### src/rtl/adsr_envelope_sequencer.sv
// ADSR envelope sequencer for one synth voice.
// Five-phase FSM steps the envelope level on a divided timebase strobe; the
// divider period is taken live from the pot setting of the current phase.
// Build option: define ADSR_EXP_RELEASE_EN for an exponential release tail
// (subtract max(level>>4, 1) per step); otherwise the release is linear.
//
//   state     | meaning
//   S_IDLE    | silent, level parked (normally 0), waiting for a gate rise
//   S_ATTACK  | ramping up by STEP per divided tick until MAX_LEVEL
//   S_DECAY   | ramping down by STEP until sustain_level is reached
//   S_SUSTAIN | level follows sustain_level while the gate is held
//   S_RELEASE | ramping down to 0 after the gate falls
module adsr_envelope_sequencer #(
  parameter int LEVEL_W = 10,
  parameter int TIME_W  = 10,
  parameter int STEP    = 8
) (
  input  logic               clk,
  input  logic               rst,
  input  logic               tick_en,
  input  logic               gate,
  input  logic [TIME_W-1:0]  attack_time,
  input  logic [TIME_W-1:0]  decay_time,
  input  logic [LEVEL_W-1:0] sustain_level,
  input  logic [TIME_W-1:0]  release_time,
  output logic [LEVEL_W-1:0] env_level,
  output logic [2:0]         env_phase,
  output logic               env_valid,
  output logic               busy
);

  localparam int MAX_LEVEL = 2**LEVEL_W - 1;
  localparam logic [LEVEL_W:0] MAX_W  = (LEVEL_W+1)'(MAX_LEVEL);
  localparam logic [LEVEL_W:0] STEP_W = (LEVEL_W+1)'(STEP);

  typedef enum logic [2:0] {
    S_IDLE    = 3'd0,
    S_ATTACK  = 3'd1,
    S_DECAY   = 3'd2,
    S_SUSTAIN = 3'd3,
    S_RELEASE = 3'd4
  } state_t;

  state_t              state_q, state_d;
  logic [LEVEL_W-1:0]  level_q, level_d;
  logic                valid_q, valid_d;
  logic [TIME_W-1:0]   div_q, div_d;
  logic                gate_q;

  logic                rise, fall, step;
  logic [TIME_W-1:0]   cur_time;
  logic [LEVEL_W:0]    level_ext, sus_ext, sum_ext, dec_ext;

  // Edge detect, live time select and the widened arithmetic operands.
  always_comb begin
    rise      = gate & ~gate_q;
    fall      = ~gate & gate_q;
    level_ext = {1'b0, level_q};
    sus_ext   = {1'b0, sustain_level};
    sum_ext   = level_ext + STEP_W;
    cur_time  = '0;
    case (state_q)
      S_ATTACK:  cur_time = attack_time;
      S_DECAY:   cur_time = decay_time;
      S_RELEASE: cur_time = release_time;
      default:   cur_time = '0;
    endcase
    step = tick_en & (div_q >= cur_time);
`ifdef ADSR_EXP_RELEASE_EN
    dec_ext = level_ext >> 4;
    if (dec_ext == '0) dec_ext = (LEVEL_W+1)'(1);
`else
    dec_ext = STEP_W;
`endif
  end

  // Next-state, level and divider logic; rise beats fall beats stepping.
  always_comb begin
    state_d = state_q;
    level_d = level_q;
    div_d   = div_q;
    if (rise) begin
      state_d = S_ATTACK;
      div_d   = '0;
    end else if (fall && (state_q == S_ATTACK || state_q == S_DECAY ||
                          state_q == S_SUSTAIN)) begin
      state_d = S_RELEASE;
      div_d   = '0;
    end else begin
      case (state_q)
        S_ATTACK: begin
          if (step) begin
            div_d = '0;
            if (sum_ext >= MAX_W) begin
              level_d = LEVEL_W'(MAX_LEVEL);
              state_d = S_DECAY;
            end else begin
              level_d = LEVEL_W'(sum_ext);
            end
          end else if (tick_en) begin
            div_d = div_q + TIME_W'(1);
          end
        end
        S_DECAY: begin
          if (step) begin
            div_d = '0;
            // level - STEP <= sustain, rearranged so nothing underflows
            if (level_ext <= sus_ext + STEP_W) begin
              level_d = sustain_level;
              state_d = S_SUSTAIN;
            end else begin
              level_d = LEVEL_W'(level_ext - STEP_W);
            end
          end else if (tick_en) begin
            div_d = div_q + TIME_W'(1);
          end
        end
        S_SUSTAIN: begin
          level_d = sustain_level;
          div_d   = '0;
        end
        S_RELEASE: begin
          if (step) begin
            div_d = '0;
            if (level_ext <= dec_ext) begin
              level_d = '0;
              state_d = S_IDLE;
            end else begin
              level_d = LEVEL_W'(level_ext - dec_ext);
            end
          end else if (tick_en) begin
            div_d = div_q + TIME_W'(1);
          end
        end
        default: begin
          div_d = '0;
        end
      endcase
    end
    valid_d = (level_d != level_q);
  end

  // State, level, divider and gate history registers.
  always_ff @(posedge clk or posedge rst) begin
    if (rst) begin
      state_q <= S_IDLE;
      level_q <= '0;
      valid_q <= 1'b0;
      div_q   <= '0;
      gate_q  <= 1'b0;
    end else begin
      state_q <= state_d;
      level_q <= level_d;
      valid_q <= valid_d;
      div_q   <= div_d;
      gate_q  <= gate;
    end
  end

  assign env_level = level_q;
  assign env_phase = state_q;
  assign env_valid = valid_q;
  assign busy      = (state_q != S_IDLE);

endmodule

### config.mk
export PLATFORM = sky130hd
export DESIGN_NAME = adsr_envelope_sequencer
export DESIGN_NICKNAME = d
export VERILOG_FILES = /design/src/rtl/adsr_envelope_sequencer.sv
export SDC_FILE = /design/constraint.sdc
export NUM_CORES = 1
export LEC_CHECK = 0
export BUFFER_PORTS_ARGS = -buffer_cell sky130_fd_sc_hd__buf_2
export CORE_MARGIN = 2
export CORE_UTILIZATION = 32
export CTS_CLUSTER_SIZE = 30
export DETAILED_ROUTE_END_ITERATION = 10
export GPL_ROUTABILITY_DRIVEN = 0
export GPL_TIMING_DRIVEN = 1
export MAX_ROUTING_LAYER = met4
export PLACE_DENSITY = 0.48
export SYNTH_ARGS = -nofsm -noshare
export SYNTH_HDL_FRONTEND = slang
export SYNTH_SLANG_ARGS = --single-unit
### constraint.sdc
create_clock -name clk -period 5.3 [get_ports clk]
set_clock_uncertainty 0.15 [all_clocks]
set_input_delay 0.795 -clock clk [delete_from_list [all_inputs] [get_ports clk]]
set_output_delay 0.795 -clock clk [all_outputs]
set_load 0.01 [all_outputs]
## Yosys cells after proc, flatten, opt, wreduce, memory -nomap -nowiden

Index checks and enable logic that the tools add are counted.

| word-level totals | value |
|---|---|
| flip-flop bits (word level) | 25 |
| bits of input ports | 44 |
| logic and storage cells | 61 |

| cells by class | value |
|---|---|
| add/sub/neg operators | 4 |
| $lt $le $gt $ge | 4 |
| equal/unequal tests | 12 |
| muxes and demuxes | 24 |
| bitwise logic cells | 5 |
| reductions and logical operators | 7 |

Operator list:

| operator | number |
|---|---|
| 10-bit 2-to-1 mux | 13 |
| 10-bit one-hot mux with 4 select lines | 1 |
| 10-bit one-hot mux with 3 select lines | 1 |
| 3-bit 2-to-1 mux | 8 |
| 10-bit by 4-bit adder with 11-bit output, second input constant | 2 |
| 11-bit by 10-bit greater-or-equal comparator with 1-bit output, second input constant | 1 |
| 10-bit by 11-bit <= comparator with 1-bit output | 1 |
| 10-bit by 1-bit adder with 10-bit output, second input constant | 1 |
| 10-bit greater-or-equal comparator | 1 |
| 10-bit by 4-bit <= comparator with 1-bit output, second input constant | 1 |
| 10-bit != test | 1 |
| 10-bit by 4-bit subtractor with 10-bit output, second input constant | 1 |
| 3-bit one-hot mux with 3 select lines | 1 |
| 4-bit by 2-bit != test with 1-bit output, second input constant | 2 |
| 4-bit by 3-bit != test with 1-bit output, second input constant | 2 |
| 4-bit != test, second input constant | 2 |
| 7-bit AND reduction | 1 |
| 3-bit by 2-bit == test with 1-bit output, second input constant | 2 |
| 5-bit by 1-bit != test with 1-bit output, second input constant | 1 |
| 5-bit nonzero test | 1 |
| 1-bit AND | 3 |
| 3-bit by 1-bit == test with 1-bit output, second input constant | 1 |
| 3-bit == test, second input constant | 1 |
| 3-bit nonzero test | 1 |
| other kinds (4) | 6 |

## Logic depth before layout (Yosys ltp)

Gate-level depths: netlist of the first run.

| logic depth | value |
|---|---|
| word-level depth | 9 |
| depth in mapped cells | 17 |
| depth with buffers taken out | 14 |

## Worst setup path after synthesis of the first run

OpenSTA, ideal clock, no wires.

| timing path | value |
|---|---|
| path type | reg2reg |
| start point | reg state_q[2] (netlist: env_phase[2]) |
| end point | reg valid_q (netlist: env_valid) |
| setup time | 147 ps |
| data arrival time | 3,842 ps |
| required time | 5,003 ps |
| slack | 1,162 ps |
| stages on the path, launching flop included | 16 |
| buffers on the path | 2 |
| period minus slack after synthesis | 4,138 ps |
| path through | dfrtp_1 clkbuf_1 nand2b_1 nor2_1 clkbuf_1 a21oi_1 ha_1 a21o_1 a21oi_1 o311ai_1 o21ai_0 a31o_2 a211oi_1 a221o_1 a2111oi_0 o2111ai_1 |

| between the ends | value |
|---|---|
| cells in the longest elaborated chain, start to end | 9 |
| elaborated cells between the ends (all ways) | 17 |
| classes of those cells | order compare: 1; eq/ne: 5; mux: 7; bitwise: 1; reduce/logical: 3 |

Ends and longest elaborated chain:

| item | line | text |
|---|---|---|
| from (decl) | 44 | `state_t state_q, state_d;` |
| from (signal assigned) | 152 | `state_q <= state_d;` |
| 3-bit == test, or another cell as far along | 62, 90 |  |
| 10-bit one-hot mux with 3 select lines | 62 | `case (state_q)` |
| 10-bit greater-or-equal comparator | 68 | `step = tick_en & (div_q >= cur_time);` |
| 1-bit AND | 68 |  |
| 10-bit 2-to-1 mux (on tied branches) | 123, 105, 92 |  |
| 10-bit one-hot mux with 4 select lines | 90 | `case (state_q)` |
| 10-bit 2-to-1 mux (*) | 85 | `end else if (fall && (state_q == S_ATTACK \|\| state_q == S_DECAY \|\|` |
| 10-bit 2-to-1 mux (*) | 82 | `if (rise) begin` |
| 10-bit != test (*) | 140 | `valid_d = (level_d != level_q);` |
| net valid_d | 46 | `logic valid_q, valid_d;` |
| to (signal assigned) | 154 | `valid_q <= valid_d;` |
| to (decl) | 46 |  |

The timed path passes the listed nets; every way through them passes the cells marked *.
A chain may end at the register's enable or synchronous reset.

## Worst setup path in the final report of the first run

| timing path | value |
|---|---|
| start point | reg state_q[0] (netlist: env_phase[0]) |
| end point | reg valid_q (netlist: env_valid) |

The elaborated chain is that of the path after synthesis.

==> results of run 1 <==
## worst paths after layout
path | start | cells after the start | slack (ns) | end
min | div_q[7] | 2 | 0.42 | div_q[7]
max reg2reg | env_phase[0] | 15 | 0.79 | env_valid
min reg2reg | div_q[7] | 2 | 0.42 | div_q[7]
max | env_phase[0] | 15 | 0.79 | env_valid
min in group asynchronous | rst | 2 | 0.62 | env_level[7]
max in group asynchronous | rst | 2 | 3.73 | env_phase[0]
## power breakdown
| part | switching (W) | leakage [nW] | total (W) | internal, W |
|---|---|---|---|---|
| sequential | 0.000105 | 0.332 | 0.000341 | 0.000236 |
| combinational | 0.000666 | 1.24 | 0.00110 | 0.000433 |
| clock | 0.0000706 | 0.0228 | 0.000125 | 0.0000540 |
| total | 0.000842 | 1.59 | 0.00157 | 0.000723 |
## state kept, by name, indices dropped and copies added, names as in the netlist
name,cells
div_q,10
env_phase,3
env_valid,1
gate_q,1
env_level,10
## through the flow
step | utilization [%] | hold slack [ns] | setup WS (ns) | cells | total power [W]
final | 37.8 | 0.420 | 0.789 | 585 | 0.00157
after floorplan | - | 0.347 | 1.16 | 409 | 0.00111
after global routing | 37.8 | 0.462 | 0.277 | 585 | 0.00171
after CTS | 37.8 | 0.420 | 0.840 | 585 | 0.00156
after global placement | 37.3 | 0.387 | 0.976 | 581 | 0.00143
after detailed placement | 37.3 | 0.394 | 0.873 | 581 | 0.00143
## layer usage
metal,part of all wire [%],GRT usage (%),vias to the layer above
li1,-,-,1617
met1,48,29.9,1600
met3,5.7,1.85,14
met2,45,32.0,138
met5,0,-,-
met4,1.8,4.72,0
## critical path, delay by kind of cell, from the launching register on
kind | cells | cell delay (ns)
AND/OR/NAND/NOR | 3 | 0.97
flip-flops | 1 | 0.33
AO/OA/AOI/OAI | 10 | 2.46
buffers and inverters | 1 | 0.18
adder cells (fa/ha/maj) | 1 | 0.30
## synthesized netlist by cell type (all sizes together) (2+ instances only)
library cell / number
nor4: 2
a22oi: 13
a221o: 2
a21o: 5
o22ai: 4
nand3: 8
clkbuf: 15
a311o: 2
xor2: 9
and2: 4
mux2: 2
o211ai: 5
and4: 3
a211o: 2
inv: 19
a31oi: 3
or3: 5
a22o: 2
nand2: 32
nor2b: 8
xnor2: 7
a211oi: 8
a311oi: 2
mux2i: 4
dfrtp: 25
a2bb2oi: 2
nand2b: 7
buf: 8
nor2: 43
a21oi: 42
nor3b: 2
a31o: 3
or2: 6
o311a: 2
and3: 7
o311ai: 2
nor3: 12
o21a: 3
o21ai: 26
nand3b: 2
ha: 25
nand4: 9
o2111ai: 2
## area by class of cell
| type | instances | area (sq um) |
|---|---|---|
| Clock buffer | 4 | 45.0 |
| Fill cell | 1025 | 5770 |
| Inverter | 19 | 71.3 |
| Multi-Input combinational cell | 342 | 2260 |
| Sequential cell | 25 | 626 |
| Tap cell | 129 | 161 |
| Timing Repair Buffer | 66 | 350 |
## logic make-up after synthesis
logic type / count (synthesis) / synth area share [%]
simple gates: 153 / 25.4
compound gates: 142 / 31.4
buf+inv: 42 / 5.96
fa+ha+maj: 25 / 10.2
flops: 25 / 20.4
xor+xnor: 16 / 4.57
mux: 6 / 2.04
==> results.yml, run 1 <==
clock_tree:
  cts_max_path_buffers: 2
  clk-insertion-delay-late_ns: 0.28
  tritoncts: "yes"
  postCtsSetupBuffers: 0
  ctsResizeCount: 0
  clk_pin_slew_ns: 0.10
  cts_made_buffers: 3
  cts-htree-levels: 1
  cts_root_buf: "clkbuf_8"
  cts.sinks: 25
  cts_hold_buf: 0
cells_and_area:
  final_cell_area_sq_um: 3510
  fin_nets: 526
  area_growth_pct: 14.5
  antenna_cells: 0
  layout_common_cells: "buf_2, nor2_1, a21oi_1, nand2_1, o21ai_0"
  final_common_cell: "buf_2"
  drive_above_1_share_pct: 19.1
setup_path:
  cp_max_fo: 14
  cp_slowest_cell: "nor2b_1"
  cp.required_ns: 5.29
  path_class: "register to register"
  crit_chain: "buf_4, nor2b_1, a22oi_1, nor2_1, a21oi_1, ha_1, a21o_1, a21oi_1, o311ai_1, o21a_1, a21oi_1, and3_1, a221o_1, a2111oi_0, o2111ai_1"
  critPathLaunchType: "register"
  cp.arrival_ns: 4.50
  end_kind: "register"
  cpMostUsedCell: "a21oi_1"
  critPathMaxStageDelay_ns: 0.63
timing:
  worst_pin_slew_ns: 1.08
  finalMaxSlewViolations: 0
  period_needed_ns: 4.51
  fin_tns_setup_ns: 0
  hold_viol: 0
  slew_headroom_pct: 27.8
  grt_setup_unrepaired: "no"
  final-setup-viol-count: 0
  fmax_mhz: 222
  fin_crit_sh_pct: 85.1
floorplan:
  io_pins: 59
  die_y_microns: 102
  die_w_microns: 102
  dieArea_sq_um: 10400
  start_util_pct: 33.0
  rows: 35
  core_area_sq_um: 9280
logic_synthesis:
  synth_seq_area_share_pct: 20.4
  yosysWarnings: 0
  synth-edff-count: 0
  yosys.area.top_type: "dfrtp_1"
  synth.net_count: 478
  yosysTopAreaCellShare_pct: 20.4
  synthDistinctLibCells: 69
  async_reset_ff_share_pct: 100
  ys_ff_latch: 25
  synth_area_leaders: "dfrtp_1, ha_1, a21oi_1, nor2_1, o21ai_0"
  ys.flop_type: "dfrtp_1"
  netlist_area_sq_um: 3060
  avgSynthCellArea_sq_um: 7.49
  synth_cells: 409
detailed_routing:
  drt_iter0_markers: 208
  drt_wl_total_microns: 10300
  drc: 0
  ant_nets: 0
  vias: 3369
  post_drt_wl_per_cell_microns: 17.6
  first_pass_iters: 5
  vias_per_cell: 5.76
global_routing:
  grtUsageTotal_pct: 20.9
  grt_pass1_vias: 3154
  grt_pass1_wl_microns: 16600
  grt_antenna_before_repair: 0
  grt_max_degree: 26
  gr-total-overflow: 0
outcome:
  status: "completed"
placed_design:
  place_hpwl_microns: 7880
  placed_cell_area_sq_um: 3460
  numPortBuffers: 58
pwr:
  powerDensity_nw_per_um2: 446
  leakage_nw: 1.59
  vdd_ir_drop_max_mv: 0.182
run:
  max_cap_violations: 0
hold_path:
  hp-class: "register to register"
No activity file was read; power rests on OpenSTA's default activity.
==> inputs of run 2 (changes only) <==
--- a/config.mk
+++ b/config.mk
@@ -11,9 +11,9 @@
 export CTS_CLUSTER_SIZE = 30
 export DETAILED_ROUTE_END_ITERATION = 10
 export GPL_ROUTABILITY_DRIVEN = 0
-export GPL_TIMING_DRIVEN = 1
+export GPL_TIMING_DRIVEN = 0
 export MAX_ROUTING_LAYER = met4
-export PLACE_DENSITY = 0.48
+export PLACE_DENSITY = 0.61
 export SYNTH_ARGS = -nofsm -noshare
 export SYNTH_HDL_FRONTEND = slang
 export SYNTH_SLANG_ARGS = --single-unit
==> results.yml, run 2 (same netlist as run 1, synthesis figures left out) <==
cells_and_area:
  final_util_pct: 38.4
  antenna_cells: 0
  fin_nets: 541
  fillers: 1017
  drive_above_1_share_pct: 18.5
  final_cells: 600
  final_common_cell: "buf_2"
  area_growth_pct: 16.4
  layout_common_cells: "buf_2, nor2_1, a21oi_1, nand2_1"
  regArea_sq_um: 626
  multi_input_area_sq_um: 2260
floorplan:
  start_util_pct: 33.0
  rows: 35
  core_area_sq_um: 9280
  die_y_microns: 102
  dieArea_sq_um: 10400
  io_pins: 59
  die_w_microns: 102
setup_path:
  critPathMaxStageDelay_ns: 0.52
  cp_max_fo: 10
  reg2reg_depth: 15
  cp_top_family: "compound AO/OA/AOI/OAI gates"
  timing.rr.start: "env_phase[2]"
  end_kind: "register"
  critPathLaunchType: "register"
  cp.arrival_ns: 4.92
  reg2reg_setup_slack_ns: 0.34
  cp_slowest_cell: "o311ai_1"
  crit_buf_inv: 2
  path_class: "register to register"
  crit_chain: "clkbuf_1, nand2b_1, nor2_2, clkbuf_1, a21oi_1, ha_1, a21o_1, a21oi_1, o311ai_1, o21ai_1, a31o_2, a211oi_1, nor4_1, nor4b_1, o2111ai_1"
  cp.required_ns: 5.26
  reg2reg_to: "env_valid"
clock_tree:
  cts_hold_buf: 0
  cts_max_path_buffers: 2
  cts_root_buf: "clkbuf_8"
  clk_pin_slew_ns: 0.10
  cts_made_buffers: 3
  tritoncts: "yes"
  cts.sinks: 25
  clk-insertion-delay-late_ns: 0.27
  cts-htree-levels: 1
  postCtsSetupBuffers: 0
global_routing:
  grt_max_degree: 26
  grt_pass1_vias: 3305
  grt_antenna_before_repair: 0
  gr-total-overflow: 0
  grt_pass1_wl_microns: 16400
  grtUsageTotal_pct: 20.2
detailed_routing:
  ant_nets: 0
  drt_iter0_markers: 359
  drt_wl_total_microns: 9990
  post_drt_wl_per_cell_microns: 16.6
  vias_per_cell: 5.78
  drc: 0
  vias: 3469
  first_pass_iters: 6
outcome:
  status: "completed"
hold_path:
  min_to: "div_q[7]"
  hold_depth: 2
  holdCritStartpoint: "div_q[7]"
  hp-class: "register to register"
timing:
  final-setup-viol-count: 0
  hold-worst-slack_ns: 0.422
  grt_setup_unrepaired: "no"
  period_needed_ns: 4.96
  fin_ws_ns: 0.340
  fmax_mhz: 202
  fin_tns_setup_ns: 0
  hold_viol: 0
  finalMaxSlewViolations: 0
  fin_crit_sh_pct: 93.6
  slew_headroom_pct: 28.5
  worst_pin_slew_ns: 1.07
pwr:
  powerDensity_nw_per_um2: 445
  leakage_nw: 1.60
  vdd_ir_drop_max_mv: 0.242
placed_design:
  numPortBuffers: 58
  pre_cts_ws_ns: 0.193
  dp_cells: 596
  place_hpwl_microns: 7630
run:
  max_cap_violations: 0
==> run 2: cell types whose count changed in the layout (fill, tap and decap cells not counted), sizes merged <==
cell      previous run  this run
clkinvlp             0         1
clkbuf               4        18
==> run 2: area by class of cell <==
class / count / share of cell area, %
timing repair buffer: 58 / 8.14
multi-input combinational: 342 / 63.3
clock inverter: 1 / 0.210
clock buffer: 3 / 1.16
buffer: 23 / 3.12
inverter: 19 / 2.00
tap: 129 / 4.52
sequential: 25 / 17.5
==> run 2: power by group <==
group	switching, W	internal [W]
sequential	0.0000754	0.000237
clock	0.0000688	0.0000534
combinational	0.000714	0.000439
==> run 2: how the worst max path moves through the flow <==
stage / start / endpoint / slack, ns / cells after the start
2_1_floorplan: env_phase[2] / env_valid / 1.16 / 15
3_3_place_gp: env_phase[2] / env_valid / 0.15 / 15
3_5_place_dp: env_phase[2] / env_valid / 0.19 / 15
4_1_cts: env_phase[2] / env_valid / 0.13 / 15
5_1_grt: env_phase[2] / env_valid / 0.05 / 15
6_report: env_phase[2] / env_valid / 0.34 / 15
==> run 2: per-layer routing <==
metal | up-vias | share of wire (%) | track usage, %
met4 | 0 | 3.1 | 5.44
met1 | 1594 | 44 | 27.9
met2 | 191 | 45 | 31.2
met5 | - | 0 | -
met3 | 35 | 7.8 | 2.87
li1 | 1649 | - | -
==> run 2: stage by stage <==
stage	cell area, sq um	power [W]
3_5_place_dp	3520	0.00143
6_report	3570	0.00159
5_1_grt	3570	0.00173
4_1_cts	3560	0.00156
3_3_place_gp	3520	0.00142
2_1_floorplan	3060	0.00111
==> run 2: what timing repair did <==
action,4_1_cts,5_1_grt
resized for setup,0,2
hold endpoints to repair,0,0
setup endpoints to repair,0,1
==> run 2: worst register-to-register path: stages, from the launching register on <==
cell and delay, ns:
dfrtp_1 0.40, clkbuf_1 0.22, nand2b_1 0.29, nor2_2 0.43, clkbuf_1 0.39, a21oi_1 0.14
ha_1 0.31, a21o_1 0.12, a21oi_1 0.06, o311ai_1 0.52, o21ai_1 0.25, a31o_2 0.33
a211oi_1 0.46, nor4_1 0.10, nor4b_1 0.41, o2111ai_1 0.21
